===== src/rtl/memory_access_pkg.sv =====
// Shared types for the MA pipeline stage: opcodes, funct3 encodings,
// the control word carried down the pipe and the MA handshake state.
package memory_access_pkg;

    localparam logic [6:0] OP_LUI   = 7'b0110111;
    localparam logic [6:0] OP_LOAD  = 7'b0000011;
    localparam logic [6:0] OP_STORE = 7'b0100011;
    localparam logic [6:0] OP_IMM   = 7'b0010011;
    localparam logic [6:0] OP_REG   = 7'b0110011;

    localparam logic [2:0] F3_SLT  = 3'b010;
    localparam logic [2:0] F3_SLTU = 3'b011;

    typedef enum logic [2:0] {
        LB  = 3'b000,
        LH  = 3'b001,
        LW  = 3'b010,
        LBU = 3'b100,
        LHU = 3'b101
    } load_funct3_t;

    typedef enum logic [2:0] {
        SB = 3'b000,
        SH = 3'b001,
        SW = 3'b010
    } store_funct3_t;

    typedef struct packed {
        logic [6:0] opcode;
        logic [2:0] funct3;
        logic       load_regfile;
        logic [4:0] rd;
    } rv32i_control_word;

    // MA handshake state kept as plain constants for older tools
    typedef logic [0:0] ma_state_t;
    localparam ma_state_t MA_IDLE = 1'b0;
    localparam ma_state_t MA_WAIT = 1'b1;

endpackage


===== src/rtl/memory_access_load_align.sv =====
// Load data extraction: shifts the cache word down to the addressed byte
// lane and sign- or zero-extends according to the load funct3.
module memory_access_load_align
    import memory_access_pkg::*;
(
    input  logic [31:0] rdata,
    input  logic [1:0]  offset,
    input  logic [2:0]  funct3,
    output logic [31:0] result
);

    logic [31:0] shifted_s;

    // Select the addressed lane and extend it to a full word
    always_comb begin
        shifted_s = rdata >> {offset, 3'b000};
        case (funct3)
            LB:      result = {{24{shifted_s[7]}}, shifted_s[7:0]};
            LH:      result = {{16{shifted_s[15]}}, shifted_s[15:0]};
            LW:      result = rdata;
            LBU:     result = {24'h00_0000, shifted_s[7:0]};
            LHU:     result = {16'h0000, shifted_s[15:0]};
            default: result = rdata;
        endcase
    end

endmodule


===== src/rtl/memory_access.sv =====
// MA stage of the RV32I pipe: issues data-cache requests, stalls the front
// of the pipe until the cache responds, aligns store/load data and
// registers the result into MA/WB (also the EX forwarding source).
module memory_access
    import memory_access_pkg::*;
#(
    parameter int PERF_W = 32
) (
    input  logic              clk,
    input  logic              rst,
    input  rv32i_control_word ctrl_word_in,
    input  logic [31:0]       instruction_in,
    input  logic [31:0]       PC_in,
    input  logic [31:0]       alu_in,
    input  logic [31:0]       rs2_in,
    input  logic              br_en_in,
    input  logic [3:0]        mem_byte_enable_in,
    input  logic [1:0]        addr_offset_in,
    output logic              data_read,
    output logic              data_write,
    output logic [3:0]        data_mbe,
    output logic [31:0]       data_addr,
    output logic [31:0]       data_wdata,
    input  logic [31:0]       data_rdata,
    input  logic              data_resp,
    output logic              MA_stall,
    output logic              misalign,
    output rv32i_control_word mem_wb,
    output logic [31:0]       mem_wb_data,
    output logic [31:0]       instruction_out,
    output logic [31:0]       PC_out,
    output logic [PERF_W-1:0] stall_cycles
);

    logic [1:0]        rst_sync_r;
    logic              run_s;
    logic [2:0]        funct3_s;
    logic              is_load_s;
    logic              is_store_s;
    logic              misaligned_s;
    logic              mem_op_s;
    logic              is_slt_s;
    logic [31:0]       load_data_s;
    logic [31:0]       wb_data_s;
    ma_state_t         state_r;
    ma_state_t         state_next_s;
    rv32i_control_word mem_wb_r;
    logic [31:0]       mem_wb_data_r;
    logic [31:0]       instruction_r;
    logic [31:0]       pc_r;
    logic              misalign_r;
    logic [PERF_W-1:0] stall_cycles_r;

    // Reset asserts immediately, releases two edges later on the clock
    always_ff @(posedge clk or negedge rst) begin
        if (!rst) begin
            rst_sync_r <= 2'b00;
        end else begin
            rst_sync_r <= {rst_sync_r[0], 1'b1};
        end
    end

    assign run_s = rst_sync_r[1];

    // Classify the instruction and detect accesses the cache cannot take
    always_comb begin
        funct3_s     = instruction_in[14:12];
        is_load_s    = (ctrl_word_in.opcode == OP_LOAD);
        is_store_s   = (ctrl_word_in.opcode == OP_STORE);
        is_slt_s     = ((ctrl_word_in.opcode == OP_REG) || (ctrl_word_in.opcode == OP_IMM)) &&
                       ((funct3_s == F3_SLT) || (funct3_s == F3_SLTU));
        misaligned_s = 1'b0;
        if (is_load_s) begin
            case (funct3_s)
                LW:      misaligned_s = (addr_offset_in != 2'b00);
                LH, LHU: misaligned_s = (addr_offset_in == 2'b11);
                default: misaligned_s = 1'b0;
            endcase
        end else if (is_store_s) begin
            case (funct3_s)
                SH:      misaligned_s = (addr_offset_in == 2'b11);
                default: misaligned_s = 1'b0;
            endcase
        end else begin
            misaligned_s = 1'b0;
        end
        mem_op_s = run_s && (is_load_s || is_store_s) && !misaligned_s;
    end

    // Cache request: driven straight from the held EX/MA values so it stays stable in WAIT
    always_comb begin
        data_read  = mem_op_s && is_load_s;
        data_write = mem_op_s && is_store_s;
        data_mbe   = mem_byte_enable_in;
        data_addr  = {alu_in[31:2], 2'b00};
        data_wdata = rs2_in << {addr_offset_in, 3'b000};
        MA_stall   = mem_op_s && !data_resp;
    end

    memory_access_load_align u_load_align (
        .rdata  (data_rdata),
        .offset (addr_offset_in),
        .funct3 (funct3_s),
        .result (load_data_s)
    );

    // Pick the value written back: load data, comparator bit or ALU result
    always_comb begin
        if (misaligned_s) begin
            wb_data_s = 32'h0000_0000;
        end else if (is_load_s) begin
            wb_data_s = load_data_s;
        end else if (is_slt_s) begin
            wb_data_s = {31'h0000_0000, br_en_in};
        end else begin
            wb_data_s = alu_in;
        end
    end

    // Handshake next state: WAIT until the single completion pulse
    always_comb begin
        case (state_r)
            MA_IDLE: state_next_s = (mem_op_s && !data_resp) ? MA_WAIT : MA_IDLE;
            MA_WAIT: state_next_s = data_resp ? MA_IDLE : MA_WAIT;
            default: state_next_s = MA_IDLE;
        endcase
    end

    // Handshake state register
    always_ff @(posedge clk or negedge rst) begin
        if (!rst) begin
            state_r <= MA_IDLE;
        end else begin
            state_r <= state_next_s;
        end
    end

    // MA/WB pipeline register: advances whenever MA is not stalled
    always_ff @(posedge clk or negedge rst) begin
        if (!rst) begin
            mem_wb_r      <= '0;
            mem_wb_data_r <= 32'h0000_0000;
            instruction_r <= 32'h0000_0000;
            pc_r          <= 32'h0000_0000;
            misalign_r    <= 1'b0;
        end else if (!MA_stall) begin
            mem_wb_r              <= ctrl_word_in;
            mem_wb_r.load_regfile <= ctrl_word_in.load_regfile && !misaligned_s;
            mem_wb_data_r         <= wb_data_s;
            instruction_r         <= instruction_in;
            pc_r                  <= PC_in;
            misalign_r            <= misaligned_s && run_s;
        end else begin
            misalign_r <= 1'b0;
        end
    end

    // Stall-cycle counter, sticks at all-ones
    always_ff @(posedge clk or negedge rst) begin
        if (!rst) begin
            stall_cycles_r <= '0;
        end else if (MA_stall && (stall_cycles_r != {PERF_W{1'b1}})) begin
            stall_cycles_r <= stall_cycles_r + {{(PERF_W-1){1'b0}}, 1'b1};
        end else begin
            stall_cycles_r <= stall_cycles_r;
        end
    end

    assign mem_wb          = mem_wb_r;
    assign mem_wb_data     = mem_wb_data_r;
    assign instruction_out = instruction_r;
    assign PC_out          = pc_r;
    assign misalign        = misalign_r;
    assign stall_cycles    = stall_cycles_r;

endmodule


===== config.mk =====
export PLATFORM = sky130hd
export DESIGN_NAME = memory_access
export DESIGN_NICKNAME = d
export VERILOG_FILES = /design/src/rtl/memory_access_pkg.sv /design/src/rtl/memory_access_load_align.sv /design/src/rtl/memory_access.sv
export SDC_FILE = /design/constraint.sdc
export NUM_CORES = 1
export LEC_CHECK = 0
export BUFFER_PORTS_ARGS = -buffer_cell sky130_fd_sc_hd__buf_2
export CAP_MARGIN = 40
export CORE_ASPECT_RATIO = 1.5
export CORE_MARGIN = 4
export CORE_UTILIZATION = 30
export CTS_BUF_LIST = sky130_fd_sc_hd__clkbuf_4 sky130_fd_sc_hd__clkbuf_8
export DETAILED_ROUTE_END_ITERATION = 7
export PLACE_DENSITY = 0.59
export SYNTH_ARGS = -nofsm -noshare
export SYNTH_HDL_FRONTEND = slang
export SYNTH_SLANG_ARGS = --single-unit

===== constraint.sdc =====
create_clock -name clk -period 2.3 [get_ports clk]
set_input_delay 0.23 -clock clk [delete_from_list [all_inputs] [get_ports clk]]
set_output_delay 0.23 -clock clk [all_outputs]
set_load 0.01 [all_outputs]

==> results by group <==
Status
  – Outcome: finished clean

Routing
  – Metal2 WL: roughly 16000 µm
  – Pre-antenna DRT Iters: 5
  – Remaining antenna violation count: 0
  – Met3 routed WL: between 2000 and 2500 µm
  – Routed WL per cell: 20.45 µm
  – Routed wire length: 30130 µm
  – DRT iter0 DRCs: 357
  – Top routing layer in use: met4
  – Via/cell ratio: 4.999
  – Met1 WL: about 11000 µm
  – Total number of vias: 7363
  – Drt drc: 0

Placement
  – Post-DP Area: a little under 10000 µm²
  – # port buffers: 391
  – GPL Wtd Cong: 0.9405
  – Dpl hpwl: 22900 µm
  – Dpl cells: 1367

Yosys
  – Post-synth ARST share: 1.000
  – Adder-Cell Fraction of Synth Area: 0.001639
  – Ys flop type: dfrtp_1
  – Mean post-synth cell area: 10.81 µm²
  – Mux cell area share after synthesis: 0.1463
  – Register area share after synthesis: 0.4818
  – Largest family of logic cells by synthesized area: multiplexers
  – Mapped Area: about 7600 µm²
  – Seq cells post-synth: 147
  – Compound-Gate Fraction of Synth Area: 0.1395
  – Cells after Synth: 706
  – Yosys cell types: 60
  – Synth warn: 0
  – Synth Area in Simple Gates: 0.1291
  – Synth Area in XOR/XNOR: 0.03327
  – EDFF count, synth: 0

Worst setup path
  – Crit path kind: reg2reg
  – Crit Reg-Reg Startpoint: stall_cycles[0]
  – RR Endpoint: stall_cycles[17]
  – Nature of the critical path startpoint: register
  – CP bufs+invs: 0
  – Crit path required time: 2.64 ns
  – Slowest CP cell: or4b_1
  – CP endpoint kind: register
  – CP Cell Sequence: ha_1 -> and4_1 -> and3_2 -> nand3_1 -> or4b_1 -> xnor2_1
  – FF-to-FF setup slack: 0.18 ns
  – Worst reg-to-reg path cell count: 6
  – Arrival time at the worst endpoint: 2.46 ns
  – Critical Path Fanout Max: 6
  – Critical path's largest stage delay: 0.48 ns
  – CP top delay family: simple AND/OR/NAND/NOR gates

Timing
  – Max-slew violations: 0
  – Final worst path period need: around 2.1 ns
  – Crit share post-route: 0.9216
  – Slew @ Worst Pin: 0.5932 ns
  – RSZ-0062 raised after global routing: false
  – Highest Clock Rate: 0.4718 GHz
  – Fin. Hold Viols: 0
  – Final count of negative-setup-slack endpoints: 0
  – Total negative slack: 0 ns
  – Max_slew headroom: 0.6046
  – Final Skew: 0.01519 ns

Worst hold path
  – Worst hold path type: in2reg
  – Hold EP: mem_wb[10]
  – Hold_sp: ctrl_word_in[10]
  – Worst Hold Depth: 2

Floorplanning
  – Io pins: 402
  – Core area: 25050 µm²
  – Initial Util: 0.3048
  – Die height: 203.4 µm
  – # rows: a little over 70
  – Die X: 138.3 µm
  – Die ar.: 28120 µm²

Global routing
  – Gr usage total: 0.2094
  – Largest net degree at the start of global routing: 72
  – Initial antenna violation count: 0
  – Vias in the first global route: slightly below 8000
  – First-pass GRT wire length: approximately 46000 µm
  – Total gr overflow: 0

Power and ir drop
  – Cell Pwr Density: 555.2 nW/µm²
  – Maximum vdd drop: 0.0005123 V
  – Leak: 5.338 nW

Finish
  – Reg area: between 3000 and 4000 µm²
  – Share of layout cells above drive strength 1: 0.4638
  – Fillers: 2460
  – Post-route design area: 11020 µm²
  – Footprint of the multi-input gates: 3461 µm²
  – Area growth, synth to finish: 44.39%
  – Diode count: 0
  – Post-Layout Cell Count: ~1500
  – Nets: 1319

Clock network
  – Max Root-Sink Buffers: 2
  – Clock root cell: clkbuf_8
  – Clock Pin Slew Worst Setup and Hold Paths: 0.09 ns
  – Total clock sinks: 147
  – Clk Latency, worst-skew pair: 0.46 ns
  – CTS tree: done
  – Num CTS Buffers: 17
  – H-Tree Depth: 4

Job
  – Max cap viols: 0
==> cells in the mapped netlist, types with 3 or more instances <==
| cell type | number | area share |
|---|---|---|
| a2111oi_0 | 7 | 0.0080 |
| a211oi_1 | 8 | 0.0079 |
| a21o_1 | 19 | 0.019 |
| a21oi_1 | 45 | 0.029 |
| a221o_1 | 3 | 0.0039 |
| a221oi_1 | 13 | 0.015 |
| a22o_1 | 3 | 0.0034 |
| a2bb2oi_1 | 6 | 0.0069 |
| and2_1 | 9 | 0.0074 |
| and3_1 | 12 | 0.0098 |
| and4_1 | 3 | 0.0034 |
| buf_1 | 6 | 0.0029 |
| buf_2 | 21 | 0.014 |
| buf_4 | 36 | 0.035 |
| clkbuf_1 | 20 | 0.0098 |
| dfrtp_1 | 147 | 0.48 |
| inv_1 | 7 | 0.0034 |
| mux2_2 | 74 | 0.11 |
| mux2i_1 | 25 | 0.033 |
| nand2_1 | 48 | 0.024 |
| nand3_1 | 19 | 0.012 |
| nand4_1 | 14 | 0.011 |
| nand4b_1 | 4 | 0.0046 |
| nor2_1 | 28 | 0.014 |
| nor2b_1 | 11 | 0.0090 |
| nor3_1 | 8 | 0.0052 |
| nor4_1 | 6 | 0.0049 |
| nor4b_1 | 4 | 0.0046 |
| o21ai_0 | 12 | 0.0079 |
| o221ai_1 | 7 | 0.0080 |
| o2bb2ai_1 | 7 | 0.0080 |
| o31ai_1 | 13 | 0.013 |
| xnor2_1 | 24 | 0.028 |
| xor2_1 | 5 | 0.0057 |
==> routing by layer <==
layer  GRT usage  vias up
li1            -     3397
met1      0.2203     3568
met2      0.3982      352
met3     0.05466       46
met4     0.07698        0
met5           0        -
==> where the power goes <==
group / switching, mW / internal (mW) / total [mW]
Clock: 1.09 / 1.25 / 2.33
Combinational: 0.546 / 0.486 / 1.03
Sequential: 0.0613 / 2.69 / 2.75
==> sequential cells by signal (all words and copies together), names as in the netlist <==
signal	cells
PC_out	32
instruction_out	32
mem_wb	16
mem_wb_data	32
misalign	1
rst_sync_r	2
stall_cycles	32
==> worst max-delay path by stage <==
stage	from	cells past startpoint	slack, ns	end
2_1_floorplan	stall_cycles[0]	6	0.33	stall_cycles[17]
3_3_place_gp	ctrl_word_in[11]	7	0.06	mem_wb_data[13]
3_5_place_dp	ctrl_word_in[11]	7	0.04	mem_wb_data[8]
4_1_cts	stall_cycles[0]	6	0.16	stall_cycles[17]
5_1_grt	stall_cycles[0]	6	0.04	stall_cycles[17]
6_report	stall_cycles[0]	6	0.18	stall_cycles[17]
==> stage by stage <==
stage	total power, mW	utilization	worst slack [ns]	hold WS [ns]
after detailed placement	3.746	0.3924	0.04310	0.2680
final	6.120	0.4401	0.1804	0.03526
after CTS	6.202	0.4400	0.1640	0.00003081
after global routing	6.401	0.4401	0.04125	0.02046
after floorplan	3.225	-	0.3296	-0.06559
after global placement	3.731	0.3921	0.06468	0.2709
==> cell usage in the layout, fill, tap and decap left out, types with 8 or more instances in the layout <==
cell type,n
a211oi_1,8
clkbuf_8,18
buf_2,390
nand4_1,14
nor2_1,27
nand3_1,19
xnor2_1,24
buf_4,17
buf_12,8
o21ai_0,12
a21oi_1,45
nand2_1,48
mux2i_1,25
mux2_2,74
o31ai_1,13
dlygate4sd3_1,74
dfrtp_1,147
nor3_1,8
a221oi_1,13
and3_1,11
a21o_1,19
and2_1,9
nor2b_1,11
==> kinds of logic (layout without fill, tap and decap cells) <==
group / after synthesis / count (layout)
simple gates: 182 / 182
compound gates: 152 / 152
flops: 147 / 147
mux: 101 / 101
buf+inv: 92 / 530
xor+xnor: 29 / 29
other cells: 2 / 3
fa+ha+maj: 1 / 1
==> cell type report <==
class / count / share of cell area
Clock buffer: 19 / 0.02315
Clock inverter: 13 / 0.01793
Inverter: 8 / 0.002724
Multi-Input combinational cell: 468 / 0.3139
Sequential cell: 147 / 0.3337
Tap cell: 328 / 0.03723
Timing Repair Buffer: 490 / 0.2714
==> what timing repair did <==
action / CTS / global route
resized for setup: 0 / 1
hold buffers: 74 / 0
buffers inserted: 0 / 0
endpoints found under the setup margin: 0 / 1
hold endpoints to repair: 132 / 0
No activity file was read; power rests on OpenSTA's default activity.
